**src/rtl/riscv_multicycle.sv**
```systemverilog
// Multicycle RV32I subset core (lw/sw, add/sub/and/or/slt, addi/andi/ori/slti, beq/bne, jal).
// One shared memory port; the memory states stall until mem_ready, and illegal opcodes park the core in HALT.
`timescale 1ns/1ps
module riscv_multicycle #(
  parameter logic [31:0] RESET_PC = 32'h0000_0000,
  parameter int          XLEN     = 32
) (
  input  logic            clk,
  input  logic            reset,
  output logic            mem_req,
  output logic            mem_we,
  output logic [XLEN-1:0] mem_addr,
  output logic [XLEN-1:0] mem_wdata,
  input  logic [XLEN-1:0] mem_rdata,
  input  logic            mem_ready,
  output logic [XLEN-1:0] pc,
  output logic            halt
);

  if (XLEN != 32) begin : g_xlen_check
    $error("riscv_multicycle: XLEN must be 32");
  end

  localparam logic [6:0] OP_LW  = 7'b0000011;
  localparam logic [6:0] OP_SW  = 7'b0100011;
  localparam logic [6:0] OP_R   = 7'b0110011;
  localparam logic [6:0] OP_I   = 7'b0010011;
  localparam logic [6:0] OP_BR  = 7'b1100011;
  localparam logic [6:0] OP_JAL = 7'b1101111;

  typedef enum logic [3:0] {
    FETCH, DECODE, MEMADR, MEMREAD, MEMWB, MEMWRITE,
    EXECR, EXECI, ALUWB, BRANCH, JAL, HALT
  } state_t;

  state_t          r_state;
  logic [XLEN-1:0] r_pc;
  logic [XLEN-1:0] r_oldpc;
  logic [XLEN-1:0] r_ir;
  logic [XLEN-1:0] r_aluout;
  logic [XLEN-1:0] r_mdr;
  logic [XLEN-1:0] r_wdata;
  logic            r_halt;
  logic [XLEN-1:0] r_regs [32];

  logic [6:0]      w_opcode;
  logic [4:0]      w_rd;
  logic [4:0]      w_rs1;
  logic [4:0]      w_rs2;
  logic [2:0]      w_funct3;
  logic [6:0]      w_funct7;
  logic [XLEN-1:0] w_imm_i;
  logic [XLEN-1:0] w_imm_s;
  logic [XLEN-1:0] w_imm_b;
  logic [XLEN-1:0] w_imm_j;
  logic [XLEN-1:0] w_rs1_val;
  logic [XLEN-1:0] w_rs2_val;
  logic            w_f3_alu;
  logic            w_is_lw;
  logic            w_is_sw;
  logic            w_is_r;
  logic            w_is_i;
  logic            w_is_br;
  logic            w_is_jal;
  logic            w_br_taken;
  state_t          w_dec_next;
  logic [2:0]      w_alu_op;
  logic [XLEN-1:0] w_alu_b;
  logic [XLEN-1:0] w_alu_res;
  logic            w_rf_we;
  logic [XLEN-1:0] w_rf_wdata;

  assign w_opcode = r_ir[6:0];
  assign w_rd     = r_ir[11:7];
  assign w_funct3 = r_ir[14:12];
  assign w_rs1    = r_ir[19:15];
  assign w_rs2    = r_ir[24:20];
  assign w_funct7 = r_ir[31:25];

  assign w_imm_i = {{20{r_ir[31]}}, r_ir[31:20]};
  assign w_imm_s = {{20{r_ir[31]}}, r_ir[31:25], r_ir[11:7]};
  assign w_imm_b = {{19{r_ir[31]}}, r_ir[31], r_ir[7], r_ir[30:25], r_ir[11:8], 1'b0};
  assign w_imm_j = {{11{r_ir[31]}}, r_ir[31], r_ir[19:12], r_ir[20], r_ir[30:21], 1'b0};

  assign w_rs1_val = (w_rs1 == 5'd0) ? '0 : r_regs[w_rs1];
  assign w_rs2_val = (w_rs2 == 5'd0) ? '0 : r_regs[w_rs2];

  // Only add/and/or/slt funct3 values are legal; sub is the single funct7 variant.
  assign w_f3_alu = (w_funct3 == 3'b000) || (w_funct3 == 3'b111) ||
                    (w_funct3 == 3'b110) || (w_funct3 == 3'b010);
  assign w_is_lw  = (w_opcode == OP_LW) && (w_funct3 == 3'b010);
  assign w_is_sw  = (w_opcode == OP_SW) && (w_funct3 == 3'b010);
  assign w_is_r   = (w_opcode == OP_R) && w_f3_alu &&
                    ((w_funct7 == 7'b0000000) ||
                     ((w_funct7 == 7'b0100000) && (w_funct3 == 3'b000)));
  assign w_is_i   = (w_opcode == OP_I) && w_f3_alu;
  assign w_is_br  = (w_opcode == OP_BR) && (w_funct3[2:1] == 2'b00);
  assign w_is_jal = (w_opcode == OP_JAL);

  assign w_br_taken = (w_funct3[0] == 1'b0) ? (w_rs1_val == w_rs2_val)
                                            : (w_rs1_val != w_rs2_val);

  always_comb begin
    w_dec_next = HALT;
    if (w_is_lw || w_is_sw) w_dec_next = MEMADR;
    else if (w_is_r)        w_dec_next = EXECR;
    else if (w_is_i)        w_dec_next = EXECI;
    else if (w_is_br)       w_dec_next = BRANCH;
    else if (w_is_jal)      w_dec_next = JAL;
  end

  always_comb begin
    w_alu_op = 3'b000;
    case (w_funct3)
      3'b000:  w_alu_op = ((r_state == EXECR) && w_funct7[5]) ? 3'b001 : 3'b000;
      3'b111:  w_alu_op = 3'b010;
      3'b110:  w_alu_op = 3'b011;
      3'b010:  w_alu_op = 3'b101;
      default: w_alu_op = 3'b000;
    endcase
  end

  assign w_alu_b = (r_state == EXECR) ? w_rs2_val : w_imm_i;

  always_comb begin
    w_alu_res = w_rs1_val + w_alu_b;
    case (w_alu_op)
      3'b001:  w_alu_res = w_rs1_val - w_alu_b;
      3'b010:  w_alu_res = w_rs1_val & w_alu_b;
      3'b011:  w_alu_res = w_rs1_val | w_alu_b;
      3'b101:  w_alu_res = {{(XLEN-1){1'b0}}, ($signed(w_rs1_val) < $signed(w_alu_b))};
      default: w_alu_res = w_rs1_val + w_alu_b;
    endcase
  end

  // Reset gates the write so an abandoned transfer never updates architectural state.
  assign w_rf_we    = reset && ((r_state == ALUWB) || (r_state == MEMWB)) && (w_rd != 5'd0);
  assign w_rf_wdata = (r_state == MEMWB) ? r_mdr : r_aluout;

  always_ff @(posedge clk) begin
    if (w_rf_we) r_regs[w_rd] <= w_rf_wdata;
  end

  always_ff @(posedge clk) begin
    if (!reset) begin
      r_state <= FETCH;
      r_pc    <= RESET_PC;
      r_halt  <= 1'b0;
      r_ir    <= '0;
    end else begin
      case (r_state)
        FETCH: if (mem_ready) begin
          r_ir    <= mem_rdata;
          r_oldpc <= r_pc;
          r_pc    <= r_pc + 32'd4;
          r_state <= DECODE;
        end
        DECODE: begin
          r_aluout <= r_oldpc + (w_is_jal ? w_imm_j : w_imm_b);
          r_state  <= w_dec_next;
          if (w_dec_next == HALT) r_halt <= 1'b1;
        end
        MEMADR: begin
          r_aluout <= w_rs1_val + (w_is_sw ? w_imm_s : w_imm_i);
          r_wdata  <= w_rs2_val;
          r_state  <= w_is_sw ? MEMWRITE : MEMREAD;
        end
        MEMREAD: if (mem_ready) begin
          r_mdr   <= mem_rdata;
          r_state <= MEMWB;
        end
        MEMWB:    r_state <= FETCH;
        MEMWRITE: if (mem_ready) r_state <= FETCH;
        EXECR, EXECI: begin
          r_aluout <= w_alu_res;
          r_state  <= ALUWB;
        end
        ALUWB: r_state <= FETCH;
        BRANCH: begin
          if (w_br_taken) r_pc <= r_aluout;
          r_state <= FETCH;
        end
        JAL: begin
          r_pc     <= r_aluout;
          r_aluout <= r_oldpc + 32'd4;
          r_state  <= ALUWB;
        end
        HALT:    r_state <= HALT;
        default: r_state <= FETCH;
      endcase
    end
  end

  assign mem_req   = reset && ((r_state == FETCH) || (r_state == MEMREAD) || (r_state == MEMWRITE));
  assign mem_we    = reset && (r_state == MEMWRITE);
  assign mem_addr  = (r_state == FETCH) ? r_pc : r_aluout;
  assign mem_wdata = r_wdata;
  assign pc        = r_pc;
  assign halt      = r_halt;

endmodule

```
**config.mk**
```make
export PLATFORM = sky130hd
export DESIGN_NAME = riscv_multicycle
export DESIGN_NICKNAME = d
export VERILOG_FILES = /design/src/rtl/riscv_multicycle.sv
export SDC_FILE = /design/constraint.sdc
export NUM_CORES = 2
export LEC_CHECK = 0
export BUFFER_PORTS_ARGS = -buffer_cell sky130_fd_sc_hd__buf_2
export CORE_MARGIN = 2
export CORE_UTILIZATION = 45
export DETAILED_ROUTE_END_ITERATION = 16
export GPL_ROUTABILITY_DRIVEN = 1
export PLACE_DENSITY = 0.71
export SYNTH_ARGS = -nofsm -noshare
export SYNTH_HDL_FRONTEND = slang
export SYNTH_SLANG_ARGS = --single-unit
```
**constraint.sdc**
```tcl
create_clock -name clk -period 15 [get_ports clk]
set_input_delay 1.5 -clock clk [delete_from_list [all_inputs] [get_ports clk]]
set_output_delay 1.5 -clock clk [all_outputs]
set_load 0.01 [all_outputs]
```
==> results.json <==
{
  "status": "complete, no violations",
  "number_of_top_level_pins": 134,
  "tritoncts": "built",
  "overflow": 0,
  "via_per_inst": 6.71,
  "maximum_number_of_pins_on_one_net_before_global_route_repair": 151,
  "drt_iter0_markers": 6114,
  "clock_latency_ns": 0.80,
  "totalNegativeSetupSlack_ns": 0,
  "critical_path_required_ns": 15.50,
  "postLayoutCoreUtil": 0.500,
  "yosysMostFrequentCell": "sky130_fd_sc_hd__edfxtp_1",
  "clk_transition_reported_paths_ns": 0.06,
  "first_global_vias": 42100,
  "rows": 140,
  "synth_top_flop_cell": "sky130_fd_sc_hd__edfxtp_1",
  "synth-compound-area-share": 0.0843,
  "power.share.combinational": 0.358,
  "die_area_um2": 149000,
  "post-cts-setup-buffers": 0,
  "synth_commonest_cells": "sky130_fd_sc_hd__edfxtp_1 (1152), sky130_fd_sc_hd__mux4_2 (592), sky130_fd_sc_hd__nand2_1 (256), sky130_fd_sc_hd__a21oi_1 (223), sky130_fd_sc_hd__nor2_1 (208)",
  "first_pass_grt_wire_length_um": 305000,
  "critPathLaunchType": "flip-flop",
  "post_route_cells_drive_above_1_share": 0.273,
  "htree_levels": 4,
  "netSwitchingFraction": 0.362,
  "start_util": 0.452,
  "hold_buffers": 0,
  "chipHeight_um": 386,
  "synth.avg_cell_area_um2": 15.4,
  "regToRegEndpoint": "r_aluout[23]",
  "ys_types": 98,
  "crit_path_end_kind": "flip-flop",
  "placeable_core_region_um2": 145000,
  "report.final.setup_viol": 0,
  "critPathKind": "flip-flop to flip-flop",
  "worst_path_dominant_cell_family": "compound AO/OA/AOI/OAI gates",
  "die_w_um": 386,
  "number_of_buffers_inserted_by_port_buffering": 133,
  "design_area_um2": 72600,
  "synthAdderAreaFrac": 0.0302,
  "peakVddDrop_v": 0.000142,
  "hold_violations": 0,
  "period_share": 0.555,
  "post-route-min-period_ns": 8.33,
  "multi_input_comb_area_um2": 27900,
  "cts_repair_resize_count": 0,
  "synth.ff_latch_count": 1231,
  "final.setup_skew_ns": 0.0326,
  "combinational_family_with_the_most_area_after_synthesis": "multiplexers",
  "cp_slowest_stage_delay_ns": 0.89,
  "cpMostUsedCell": "sky130_fd_sc_hd__o31ai_1",
  "yosysWarnings": 0,
  "hp-class": "flip-flop to flip-flop",
  "maxSlewHeadroom": 0.162,
  "post_synth_xor_area_fraction": 0.0184,
  "detail_route.drc_violations": 0,
  "largest_cells_by_area_after_synthesis": "sky130_fd_sc_hd__edfxtp_1 (53%), sky130_fd_sc_hd__mux4_2 (20%), sky130_fd_sc_hd__ha_1 (2.8%), sky130_fd_sc_hd__dfxtp_1 (2.4%), sky130_fd_sc_hd__a21oi_1 (1.7%)",
  "totalWireLength_um": 215000,
  "worst_ep_arrival_time_ns": 8.83,
  "post_synthesis_cell_area_um2": 65600,
  "synth_top_area_cell": "sky130_fd_sc_hd__edfxtp_1",
  "nFillCells": 11800,
  "static_leakage_nw": 23.6,
  "power.internal_mw": 7.43,
  "synth.area.mux_share": 0.230,
  "area_growth_pct": 10.7,
  "antenna_found_initial": 8,
  "crit_path_max_fanout": 45,
  "cts.path.max_buffers": 3,
  "routabilityCongestion": 0.982,
  "reg2reg_slack_ns": 6.67,
  "number_of_enable_flip_flop_cells_after_synthesis": 1152,
  "achievable-frequency_ghz": 0.120,
  "postSynth.asyncResetShare": 0,
  "route.antenna.remaining_nets": 0,
  "gr-usage-all-layers": 0.288,
  "cts-root-buf": "sky130_fd_sc_hd__clkbuf_16",
  "drv_cap": 0,
  "routed-via-count": 43000,
  "switching_power_mw": 4.22,
  "dp.final_hpwl_um": 139000,
  "nets_finish": 4581,
  "sequential_cell_fraction_of_total_power": 0.365,
  "worstPathCellList": "buf_4, buf_4, mux4_2, mux4_2, a22oi_1, inv_1, ha_1, nand2_1, or3_1, o31ai_1, a21oi_1, o31ai_1, a41oi_1, o31ai_1, a21o_1, a221o_1, a21oi_1, xnor2_1, a221oi_1, o221ai_1",
  "power.share.clock": 0.276,
  "placed_cell_area_um2": 68500,
  "unrepaired_setup_endpoints_after_global_routing": "false",
  "synth_cells": 4269,
  "critical_path_buf_inv_count": 3,
  "critical_path.endpoint": "r_aluout[23]",
  "drt_first_pass_iters": 6,
  "cts.sinks": 1231,
  "power-per-cell-area_nw_per_um2": 160,
  "post_drt_wl_per_cell_um": 33.5,
  "r2r_cells": 20,
  "cts-buffers-inserted": 132,
  "slowest_stage": "sky130_fd_sc_hd__o31ai_1",
  "yosys.area.top_type_share": 0.527,
  "synth-simple-area-share": 0.0554,
  "share_of_synthesized_area_occupied_by_flip_flops_and_latches": 0.551,
  "fin_max_slew_vios": 0,
  "sequential_cell_area_um2": 36200,
  "timing.critical_path.depth": 20,
  "worst_slew_pin_tran_ns": 1.26
}
[power by group through the flow]
| stage | clock network (mW) | logic, mW | registers, mW |
|---|---|---|---|
| 2_1_floorplan | 0 | 2.80 | 4.19 |
| 3_3_place_gp | 0 | 4.07 | 4.32 |
| 3_5_place_dp | 0 | 4.08 | 4.32 |
| 4_1_cts | 3.25 | 4.10 | 4.25 |
| 5_1_grt | 3.38 | 4.38 | 4.26 |
| 6_report | 3.22 | 4.18 | 4.26 |
[placed cells by master, fill, tap and decap left out, drive strengths merged, types with 36 or more instances in the layout]
cell,count
nor3,36
and3,36
mux2,77
a21oi,223
mux2i,83
clkbuf,172
a22oi,73
a21o,50
xor2,48
clkinv,41
buf,232
nor2,215
nand3,59
nand2,258
inv,136
xnor2,90
ha,149
o21ai,144
dfxtp,79
edfxtp,1152
mux4,594
[metal layers]
metal / GRT usage / vias to the layer above / share of wire
met3: 0.0664 / 512 / 0.11
li1: - / 17500 / -
met5: 0 / - / 0
met2: 0.457 / 2773 / 0.47
met4: 0.128 / 0 / 0.049
met1: 0.381 / 22100 / 0.37
[worst min-delay path by stage]
stage,startpoint,end,slack (ns),cells past startpoint
5_1_grt,r_ir[0],r_ir[0],0.51,2
4_1_cts,r_ir[0],r_ir[0],0.47,2
3_3_place_gp,r_ir[0],r_ir[0],0.46,2
3_5_place_dp,r_ir[0],r_ir[0],0.46,2
2_1_floorplan,r_ir[1],r_ir[1],0.44,2
6_report,r_ir[0],r_ir[0],0.47,2
[kinds of logic (layout without fill, tap and decap cells)]
family | Yosys count | in the layout
multiplexers | 754 | 754
adder cells (fa/ha/maj) | 157 | 157
buffers and inverters | 404 | 592
flip-flops | 1231 | 1231
AND/OR/NAND/NOR | 773 | 773
other | 1 | 35
XOR/XNOR | 138 | 138
AO/OA/AOI/OAI | 811 | 811
[metrics by stage]
stage / setup WS (ns) / std cells / power (mW) / hold WS [ns]
after floorplan: 9.07 / 4300 / 6.99 / 0.445
after global placement: 6.97 / 6176 / 8.39 / 0.458
after detailed placement: 6.81 / 6176 / 8.40 / 0.461
after CTS: 6.77 / 6405 / 11.6 / 0.470
after global routing: 6.10 / 6405 / 12.0 / 0.507
final: 6.67 / 6408 / 11.6 / 0.473
[flip-flops by register name (all words and copies together) (netlist names), named ones only]
register	count
pc	32
r_state	4
r_oldpc	32
halt	1
r_regs	1024
r_mdr	32
r_ir	32
mem_wdata	32
r_aluout	32
[final cells by class]
type	instances	share of cell area
diodes	3	0.000103
clock buffers	172	0.0493
clock inverters	57	0.00804
inverters	131	0.00680
multi-input cells	2665	0.384
flip-flops and latches	1231	0.498
well taps	1917	0.0330
repair buffers	232	0.0199
[worst min-delay path: cells and delay by family (launching register included)]
kind / cells / cell delay, ns
AO/OA/AOI/OAI: 1 / 0.05
flip-flops: 1 / 0.32
AND/OR/NAND/NOR: 1 / 0.05
(Power assumes the default switching activity.)
